**src/rtl/DEFINE.vh**
```
// Shared BMP geometry and bus widths, also used by the RAM loader.
`ifndef BMP_DEFINE_VH
`define BMP_DEFINE_VH

`define BMP_WIDTH        4
`define BMP_HEIGHT       2
`define BMP_HEADER_SIZE  54
// Rows are 3 bytes per pixel rounded up to a multiple of 4.
`define BMP_PIXEL_SIZE   (((((`BMP_WIDTH) * 3) + 3) / 4) * 4 * (`BMP_HEIGHT))
`define BMP_TOTAL_SIZE   ((`BMP_HEADER_SIZE) + (`BMP_PIXEL_SIZE))
`define BYTE_WIDTH       8
`define ADDR_WIDTH       16

`endif

```
**src/rtl/store_bmp_pkg.sv**
```systemverilog
// Types, counter widths and the BMP header byte generator for store_bmp.
`include "DEFINE.vh"

package store_bmp_pkg;

  typedef enum logic [1:0] {S_IDLE, S_HEADER, S_PIXEL, S_DONE} state_t;

  localparam int CNT_W = $clog2(`BMP_TOTAL_SIZE + 1);
  typedef logic [CNT_W-1:0] cnt_t;

  localparam cnt_t HDR_N      = cnt_t'(`BMP_HEADER_SIZE);
  localparam cnt_t TOT_N      = cnt_t'(`BMP_TOTAL_SIZE);
  localparam cnt_t PREFETCH_N = cnt_t'(`BMP_HEADER_SIZE - 2);

  // After the "BM" magic every field starts at an offset of 2 mod 4, so the
  // header maps onto 32-bit little-endian words indexed by (idx-2)/4.
  function automatic logic [`BYTE_WIDTH-1:0] header_byte(input cnt_t idx,
                                                         input logic [31:0] xppm);
    logic [5:0]  j;
    logic [31:0] w;
    j = 6'(idx - cnt_t'(2));
    case (j[5:2])
      4'd0:    w = 32'(`BMP_TOTAL_SIZE);
      4'd2:    w = 32'(`BMP_HEADER_SIZE);
      4'd3:    w = 32'd40;
      4'd4:    w = 32'(`BMP_WIDTH);
      4'd5:    w = 32'(`BMP_HEIGHT);
      4'd6:    w = {16'd24, 16'd1};
      4'd8:    w = 32'(`BMP_PIXEL_SIZE);
      4'd9:    w = xppm;
      4'd10:   w = xppm;
      default: w = 32'd0;
    endcase
    if (idx == cnt_t'(0)) return 8'h42;
    if (idx == cnt_t'(1)) return 8'h4D;
    return w[8*j[1:0] +: 8];
  endfunction

endpackage

```
**src/rtl/bmp_byte_fifo.sv**
```systemverilog
// Two-entry byte FIFO buffering RAM read data ahead of the output register.
`include "DEFINE.vh"

module bmp_byte_fifo (
  input  logic                   clk,
  input  logic                   rst_n,
  input  logic                   push,
  input  logic [`BYTE_WIDTH-1:0] din,
  input  logic                   pop,
  output logic [`BYTE_WIDTH-1:0] dout,
  output logic [1:0]             count
);

  logic [`BYTE_WIDTH-1:0] mem_q [2];
  logic [`BYTE_WIDTH-1:0] mem_d [2];
  logic                   wr_q, wr_d;
  logic                   rd_q, rd_d;
  logic [1:0]             count_q, count_d;

  always_comb begin
    mem_d   = mem_q;
    wr_d    = wr_q;
    rd_d    = rd_q;
    if (push) begin
      mem_d[wr_q] = din;
      wr_d        = ~wr_q;
    end
    if (pop) rd_d = ~rd_q;
    count_d = count_q + {1'b0, push} - {1'b0, pop};
  end

  always_ff @(posedge clk or negedge rst_n) begin
    if (!rst_n) begin
      mem_q[0] <= '0;
      mem_q[1] <= '0;
      wr_q     <= 1'b0;
      rd_q     <= 1'b0;
      count_q  <= 2'd0;
    end else begin
      mem_q   <= mem_d;
      wr_q    <= wr_d;
      rd_q    <= rd_d;
      count_q <= count_d;
    end
  end

  assign dout  = mem_q[rd_q];
  assign count = count_q;

endmodule

```
**src/rtl/store_bmp.sv**
```systemverilog
// Streams a 24-bpp BMP file: generated 54-byte header followed by pixel bytes
// read from RAM, through a single registered output stage with ready/valid.
`include "DEFINE.vh"

module store_bmp
  import store_bmp_pkg::*;
#(
  parameter logic [`ADDR_WIDTH-1:0] PIXEL_BASE = '0,
  parameter logic [31:0]            XPPM       = 32'd2835
) (
  input  logic                   clk,
  input  logic                   rst_n,
  input  logic                   in_valid,
  input  logic [`BYTE_WIDTH-1:0] RAM_Q,
  output logic                   RAM_valid,
  output logic [`ADDR_WIDTH-1:0] RAM_addr,
  output logic                   out_valid,
  output logic [`BYTE_WIDTH-1:0] out_data,
  input  logic                   out_ready,
  output logic                   done
);

  localparam logic [`ADDR_WIDTH-1:0] PIXEL_END = PIXEL_BASE + `ADDR_WIDTH'(`BMP_PIXEL_SIZE);

  state_t                 state_q, state_d;
  cnt_t                   cnt_q, cnt_d;   // bytes accepted by the sink
  cnt_t                   nxt_q, nxt_d;   // bytes loaded into the output register
  logic [`ADDR_WIDTH-1:0] addr_q, addr_d;
  logic                   inflight_q, inflight_d;
  logic                   out_valid_q, out_valid_d;
  logic [`BYTE_WIDTH-1:0] out_data_q, out_data_d;
  logic                   done_q, done_d;

  logic                   fire, can_load, streaming, hdr_load, pix_load;
  logic                   fifo_pop, ram_rd;
  logic [1:0]             fifo_count, occupancy;
  logic [`BYTE_WIDTH-1:0] fifo_dout;

  bmp_byte_fifo u_fifo (
    .clk   (clk),
    .rst_n (rst_n),
    .push  (inflight_q),
    .din   (RAM_Q),
    .pop   (fifo_pop),
    .dout  (fifo_dout),
    .count (fifo_count)
  );

  always_comb begin
    fire      = out_valid_q && out_ready;
    can_load  = !out_valid_q || out_ready;
    streaming = (state_q == S_HEADER) || (state_q == S_PIXEL);
    hdr_load  = streaming && (nxt_q < HDR_N);
    pix_load  = streaming && !hdr_load && (nxt_q < TOT_N) && (fifo_count != 2'd0);
    fifo_pop  = can_load && pix_load;
    // Counting this cycle's pop keeps one read issued per byte when streaming.
    occupancy = fifo_count - {1'b0, fifo_pop} + {1'b0, inflight_q};
    ram_rd    = ((state_q == S_PIXEL) || ((state_q == S_HEADER) && (nxt_q >= PREFETCH_N)))
                && (addr_q < PIXEL_END) && (occupancy < 2'd2);

    state_d     = state_q;
    cnt_d       = cnt_q;
    nxt_d       = nxt_q;
    addr_d      = addr_q + `ADDR_WIDTH'(ram_rd);
    inflight_d  = ram_rd;
    out_valid_d = out_valid_q;
    out_data_d  = out_data_q;
    done_d      = done_q;

    case (state_q)
      S_IDLE, S_DONE: begin
        if (in_valid) begin
          state_d     = S_HEADER;
          cnt_d       = '0;
          nxt_d       = '0;
          addr_d      = PIXEL_BASE;
          out_valid_d = 1'b0;
          done_d      = 1'b0;
        end
      end
      default: begin
        if (fire) cnt_d = cnt_q + cnt_t'(1);
        if (can_load && (hdr_load || pix_load)) begin
          out_valid_d = 1'b1;
          out_data_d  = hdr_load ? header_byte(nxt_q, XPPM) : fifo_dout;
          nxt_d       = nxt_q + cnt_t'(1);
        end else if (fire) begin
          out_valid_d = 1'b0;
        end
        if ((state_q == S_HEADER) && fire && (cnt_q == HDR_N - cnt_t'(1)))
          state_d = S_PIXEL;
        if ((state_q == S_PIXEL) && fire && (cnt_q == TOT_N - cnt_t'(1))) begin
          state_d = S_DONE;
          done_d  = 1'b1;
        end
      end
    endcase
  end

  always_ff @(posedge clk or negedge rst_n) begin
    if (!rst_n) begin
      state_q     <= S_IDLE;
      cnt_q       <= '0;
      nxt_q       <= '0;
      addr_q      <= '0;
      inflight_q  <= 1'b0;
      out_valid_q <= 1'b0;
      out_data_q  <= '0;
      done_q      <= 1'b0;
    end else begin
      state_q     <= state_d;
      cnt_q       <= cnt_d;
      nxt_q       <= nxt_d;
      addr_q      <= addr_d;
      inflight_q  <= inflight_d;
      out_valid_q <= out_valid_d;
      out_data_q  <= out_data_d;
      done_q      <= done_d;
    end
  end

  assign RAM_valid = ram_rd;
  assign RAM_addr  = addr_q;
  assign out_valid = out_valid_q;
  assign out_data  = out_data_q;
  assign done      = done_q;

endmodule
```
**config.mk**
```make
export PLATFORM = sky130hd
export DESIGN_NAME = store_bmp
export DESIGN_NICKNAME = d
export VERILOG_FILES = /design/src/rtl/store_bmp_pkg.sv /design/src/rtl/bmp_byte_fifo.sv /design/src/rtl/store_bmp.sv
export VERILOG_INCLUDE_DIRS = /design/src /design/src/rtl
export SDC_FILE = /design/constraint.sdc
export NUM_CORES = 1
export LEC_CHECK = 0
export ABC_AREA = 1
export BUFFER_PORTS_ARGS = -buffer_cell sky130_fd_sc_hd__buf_2
export CORE_AREA = 2 2 94 105
export CTS_BUF_LIST = sky130_fd_sc_hd__clkbuf_16
export CTS_CLUSTER_SIZE = 40
export DETAILED_ROUTE_END_ITERATION = 6
export DIE_AREA = 0 0 96 107
export HOLD_SLACK_MARGIN = 0.03
export PLACE_DENSITY = 0.67
export SKIP_CTS_REPAIR_TIMING = 1
export SYNTH_ARGS = -nofsm -noshare
export SYNTH_HDL_FRONTEND = slang
export SYNTH_HIERARCHICAL = 1
export SYNTH_SLANG_ARGS = --single-unit
```
**constraint.sdc**
```tcl
create_clock -name clk -period 3.4 [get_ports clk]
set_input_delay 0.68 -clock clk [delete_from_list [all_inputs] [get_ports clk]]
set_output_delay 0.68 -clock clk [all_outputs]
set_load 0.01 [all_outputs]
```
==> results of run 1 <==
## final timing paths
kind | from | end | slack, ns | depth (start not counted)
max | nxt_q[1] | RAM_addr[15] | 0.25 | 20
min | rst_n | u_fifo/mem_q[0] | 0.23 | 1
max reg2reg | nxt_q[1] | RAM_addr[15] | 0.25 | 20
min reg2reg | done | done | 0.48 | 2
max in group asynchronous | rst_n | nxt_q[3] | 2.21 | 2
min in group clk | done | done | 0.48 | 2
## cells in the final DEF (no fill, tap or decap), drive strengths merged
cell type	n
o22ai	6
clkbuf	9
nor3	11
nor2	42
o2111ai	1
nor3b	1
and3	1
nand3	29
xor2	6
a31oi	1
buf	55
inv	77
nand2	97
o31ai	1
xnor2	5
nand4	4
o21a	2
nor4	2
o211ai	3
clkinv	4
o21ai	48
dfrtp	63
a21oi	18
or2	3
ha	19
## kinds of logic after synthesis
group / count (synthesis) / synth area share (%)
buffers and inverters: 84 / 10.3
adders and majority gates: 19 / 6.66
DFF: 63 / 44.2
and+or+nand+nor: 190 / 24.0
AOI/OAI and AO/OA: 80 / 12.1
xor gates and xnor gates: 11 / 2.70
## layout make-up
type | instances | area share (%)
Tap cell | 117 | 3.39
Clock inverter | 5 | 0.464
Multi-Input combinational cell | 300 | 40.2
Timing Repair Buffer | 55 | 7.37
Clock buffer | 9 | 5.22
Sequential cell | 63 | 36.6
Inverter | 76 | 6.73
## state kept, by name (all words and copies together) (netlist names), 2 cells and up
register      count
RAM_addr         16
u_fifo/mem_q     16
out_data          8
cnt_q             7
nxt_q             7
state_q           2
u_fifo/count      2
## layer usage
layer  up-vias  track usage [%]  share of wire (%)
met4         0             6.33                1.3
met1      1465             20.6                 44
met5         -                0                  0
met2        65             25.8                 51
li1       1557                -                  -
met3         7             4.08                4.1
## power by group through the flow
stage / logic, mW / clock network, mW / registers, mW
6_report: 2.00 / 0.760 / 1.30
5_1_grt: 2.29 / 0.820 / 1.35
4_1_cts: 1.98 / 0.785 / 1.29
3_5_place_dp: 1.97 / 0 / 1.30
3_3_place_gp: 1.91 / 0 / 1.30
2_1_floorplan: 1.50 / 0 / 1.28
## worst max-delay path, cell delays in order (launching register included)
cell and delay (ns):
dfrtp_1 0.38, ha_2 0.21, nand2_1 0.06, nand3_1 0.08, nand2_2 0.09, o2111ai_4 0.11
nor2_2 0.15, ha_2 0.28, nor2_2 0.09, xnor2_1 0.08, nor4_2 0.29, ha_2 0.27
buf_4 0.11, nand3_1 0.13, inv_2 0.10, nand2_2 0.07, nor2_2 0.13, nand3_1 0.09
nor2_1 0.12, xor2_1 0.16, nor2_1 0.05
==> summary.txt, run 1 <==
Outcome
  • Status: finished, final reports clean

Clocking
  • Inserted Clock Buffers: 9
  • Clock Path Buffers: 2
  • CTS tree: done
  • CTS root buffer: clkbuf_16
  • CTS H-tree depth: 3
  • Later-pin clock latency in the skew report: 0.33 ns
  • Clock-pin slew on the worst setup and hold paths: 0.05 ns
  • Clock sinks: 63

Worst setup path
  • CP Class: reg2reg
  • CP arrival: 3.35 ns
  • Crit path launch type: flop
  • WP data required: 3.60 ns
  • Critical path capture point type: flop
  • CP Max Fanout: 4

Yosys
  • Syn Nets: 478
  • Yosys cell types: 36
  • Gate Count Post-Synth: 447
  • Post-synth top cells: 88 x nand2_1, 71 x inv_1, 63 x dfrtp_1
  • Synth Area per Inst: 7.99 um^2
  • Ys async rst share: 100%
  • Yosys top cell area share: 44.2%
  • Warnings, synthesis: 6
  • EDFF count, synth: 0
  • Top-count cell post-synth: nand2_1
  • Synth top area cells: dfrtp_1 44%, nand2_1 9.3%, inv_1 7.5%
  • Flops & latches, synth: 63
  • Post-synthesis sequential area ratio: 44.2%
  • Post-synth top flop: dfrtp_1
  • Post-synthesis cell area: 0.00357 mm^2
  • Synth area leader: dfrtp_1

Finish
  • # nets final: 536
  • Layout cells sized above 1: 22.0%
  • Reg area: 0.00158 mm^2
  • Filler cell count: 888
  • Non-filler cells, final: 625
  • Final core utilization: 46.8%
  • # diodes: 0
  • Fin area: 0.00431 mm^2
  • Area of the multi-input gates: 0.00173 mm^2
  • Area growth syn-to-layout: 20.8%

Power
  • Worst VDD drop: 382 uV
  • Sw Ratio: 43.7%
  • Clock power frac: 18.7%
  • Flop pwr share: 32.1%
  • Sw power: 1.78 mW
  • P_int: 2.29 mW
  • Comb power frac: 49.2%
  • Design Power: 4.07 mW
  • PD cells: 943 mW/mm^2
  • Leakage power: 2.23 nW

Route
  • Router iterations before antenna repair: 5
  • Final WL: 7580 um
  • ANT nets after route: 0
  • Post-DR vias/cell: 4.95
  • Initial DRC count: 163
  • Via count: 3,094
  • Residual DRC: 0
  • Avg WL per Cell: 12.1 um

Placed design
  • Hpwl dp: 5490 um
  • Place WS: -0.0738 ns
  • DP Cell Count: 607
  • Final GP Congestion: 0.858
  • IO buf count: 38
  • Post-place instance area: 0.00397 mm^2

Timing
  • Fin. Hold Viols: 0
  • Setup TNS: 0 ns
  • WHS: 0.235 ns
  • Worst clock skew: 0.00762 ns
  • Final period utilization: 92.6%
  • Setup WS post-layout: 0.252 ns
  • RSZ-0062 raised after global routing: true
  • Setup violators final: 0
  • Worst Tran Pin Value: 0.643 ns
  • Min cycle time layout: 3.15 ns
  • Achievable Freq: 318 MHz
  • Max-slew violations: 0
  • Worst slew margin: 57.1%

Floorplanning
  • Die Ht: 107 um
  • Row Count: 37
  • Chip Width: 96 um
  • Initial core utilization: 38.7%
  • CORE AREA: 0.00921 mm^2
  • IO Count: 39
  • Die area: 0.0103 mm^2

GRT
  • Vias in the first global route: 2,914
  • GRT Total Usage: 16.1%
  • Initial antenna violation count: 0
  • First-pass GRT wire length: 13,000 um
  • Largest net degree at the start of global routing: 52
  • Grt ovf: 0

Run
  • Max-cap violations: 0

Worst hold path
  • Min-delay worst type: in2async
Note: power is estimated with default switching activity, not from simulation.
==> run 2: changes to the inputs <==
--- a/config.mk
+++ b/config.mk
@@ -15,6 +15,7 @@
 export DIE_AREA = 0 0 96 107
 export HOLD_SLACK_MARGIN = 0.03
 export PLACE_DENSITY = 0.67
+export RECOVER_POWER = 100
 export SKIP_CTS_REPAIR_TIMING = 1
 export SYNTH_ARGS = -nofsm -noshare
 export SYNTH_HDL_FRONTEND = slang
==> summary.txt, run 2 (synthesis results as in run 1) <==
GRT
  • Vias in the first global route: 2,914 (unchanged)
  • GRT Total Usage: 16.1% (unchanged)
  • Largest net degree at the start of global routing: 52 (unchanged)
  • First-pass GRT wire length: 13,000 um (unchanged)
  • Grt ovf: 0 (unchanged)
  • Initial antenna violation count: 0 (unchanged)

Timing
  • Achievable Freq: 318 MHz (about the same)
  • WHS: 0.368 ns (was 0.235 ns)
  • Setup TNS: 0 ns (unchanged)
  • RSZ-0062 raised after global routing: true (unchanged)
  • Final period utilization: 92.5% (was 92.6%)
  • Worst clock skew: 0.00837 ns (was 0.00762 ns)
  • Min cycle time layout: 3.15 ns (about the same)
  • Setup violators final: 0 (unchanged)
  • Worst Tran Pin Value: 1.26 ns (was 0.643 ns)
  • Fin. Hold Viols: 0 (unchanged)
  • Max-slew violations: 0 (unchanged)
  • Worst slew margin: 16.0% (was 57.1%)

Worst setup path
  • R2R setup slack: 0.25 ns (about the same)
  • CP Class: reg2reg (unchanged)
  • WP data required: 3.61 ns (was 3.60 ns)
  • Crit path launch type: flop (unchanged)
  • Worst Path Buf+Inv: 2 (unchanged)
  • Worst path slowest cell: dfrtp_1 (unchanged)
  • Critical Path Max Stage Delay: 0.38 ns (about the same)
  • Critical path capture point type: flop (unchanged)
  • Critical-path cell list: ha_2 > nand2_1 > nand3_1 > nand2_2 > o2111ai_4 > nor2_2 > ha_2 > nor2_2 > xnor2_1 > nor4_2 > ha_2 > buf_4 > nand3_1 > inv_2 > nand2_2 > nor2_2 > nand3_1 > nor2_1 > xor2_1 > nor2_1 (unchanged)
  • CP Max Fanout: 4 (unchanged)
  • CP arrival: 3.35 ns (about the same)
  • CP delay by family, top: simple AND/OR/NAND/NOR gates (unchanged)

Power
  • Leakage power: 2.13 nW (was 2.23 nW)
  • Worst VDD drop: 378 uV (was 382 uV)
  • PD cells: 944 mW/mm^2 (was 943 mW/mm^2)

Placed design
  • Final GP Congestion: 0.858 (unchanged)
  • Hpwl dp: 5490 um (unchanged)
  • DP Cell Count: 607 (unchanged)
  • Post-place instance area: 0.00397 mm^2 (unchanged)
  • IO buf count: 38 (unchanged)

Route
  • ANT nets after route: 0 (unchanged)
  • Met1 Routed Length: 3310 um (was 3300 um)
  • Via count: 3,082 (was 3,094)
  • Met2 Wirelength: 3910 um (was 3870 um)
  • Met3 wire length: 285 um (was 309 um)
  • Final WL: 7600 um (was 7580 um)
  • Avg WL per Cell: 12.2 um (was 12.1 um)
  • Post-DR vias/cell: 4.93 (was 4.95)
  • Top sig layer: met4 (unchanged)
  • Residual DRC: 0 (unchanged)
  • Router iterations before antenna repair: 5 (unchanged)
  • Initial DRC count: 152 (was 163)

Floorplanning
  • IO Count: 39 (unchanged)
  • Die Ht: 107 um (unchanged)
  • Initial core utilization: 38.7% (unchanged)
  • Row Count: 37 (unchanged)
  • Chip Width: 96 um (unchanged)
  • CORE AREA: 0.00921 mm^2 (unchanged)
  • Die area: 0.0103 mm^2 (unchanged)

Finish
  • # nets final: 536 (unchanged)
  • Fin area: 0.00428 mm^2 (was 0.00431 mm^2)
  • # diodes: 0 (unchanged)
  • Most frequent cells in the layout: 85 x nand2_1, 68 x inv_1, 61 x dfrtp_1, 41 x o21ai_0, 34 x nor2_1 (was 85 x nand2_1, 68 x inv_1, 61 x dfrtp_1, 38 x buf_2, 34 x nor2_1)
  • Non-filler cells, final: 625 (unchanged)
  • Layout cells sized above 1: 16.9% (was 22.0%)
  • Commonest non-fill, non-tap cell in the layout: nand2_1 (unchanged)
  • Area growth syn-to-layout: 19.8% (was 20.8%)
  • Final core utilization: 46.4% (was 46.8%)

Clocking
  • CTS tree: done (unchanged)
  • Clock-pin slew on the worst setup and hold paths: 0.05 ns (about the same)
  • Clock sinks: 63 (unchanged)
  • Later-pin clock latency in the skew report: 0.33 ns (about the same)
  • CTS root buffer: clkbuf_16 (unchanged)
  • Inserted Clock Buffers: 9 (unchanged)
  • Clock Path Buffers: 2 (unchanged)
  • CTS H-tree depth: 3 (unchanged)

Worst hold path
  • Min-delay worst type: in2async (unchanged)

Outcome
  • Status: finished, final reports clean (unchanged)

Run
  • Max-cap violations: 0 (unchanged)
==> run 2: area by class of cell <==
cell class | instances | area [um^2]
Fill cell | 903 | 4940
Multi-Input combinational cell | 300 | 1730
Sequential cell | 63 | 1580
Inverter | 76 | 290
Timing Repair Buffer | 55 | 280
Clock buffer | 9 | 225
Tap cell | 117 | 146
Clock inverter | 5 | 20.0
==> run 2: report_power, final <==
| part | internal, mW | leakage (nW) | switching, mW | total, mW |
|---|---|---|---|---|
| Sequential | 1.05 | 0.781 | 0.259 | 1.31 |
| Clock | 0.471 | 0.129 | 0.295 | 0.766 |
| Combinational | 0.733 | 1.22 | 1.23 | 1.96 |
==> run 2: path summary, 6_finish.rpt <==
| kind | start | depth (start not counted) | to |
|---|---|---|---|
| min | rst_n | 1 | u_fifo/mem_q[2] |
| max in group asynchronous | rst_n | 2 | nxt_q[3] |
| min reg2reg | done | 2 | done |
| max reg2reg | nxt_q[1] | 20 | RAM_addr[15] |
| max | nxt_q[1] | 20 | RAM_addr[15] |
| min in group clk | done | 2 | done |
==> run 2: per-stage QoR <==
stage               power (mW)  setup slack (ns)
finish                    4.03             0.254
global route              4.42           -0.0383
CTS                       4.06            0.0547
detailed placement        3.27           -0.0738
global placement          3.20            0.0188
floorplan                 2.79           0.00390
==> run 2: worst register-to-register path: cells and delay by family (launching register included) <==
kind                       cells  cell delay (ns)
AOI/OAI and AO/OA              1             0.11
xor gates and xnor gates       2             0.23
adders and majority gates      3             0.76
buffers and inverters          2             0.21
DFF                            1             0.38
and+or+nand+nor               12             1.34
==> run 2: metal layers <==
layer / up-vias / track usage (%)
li1: 1558 / -
met1: 1471 / 20.6
met2: 47 / 25.8
met3: 6 / 4.08
met4: 0 / 6.33
met5: - / 0
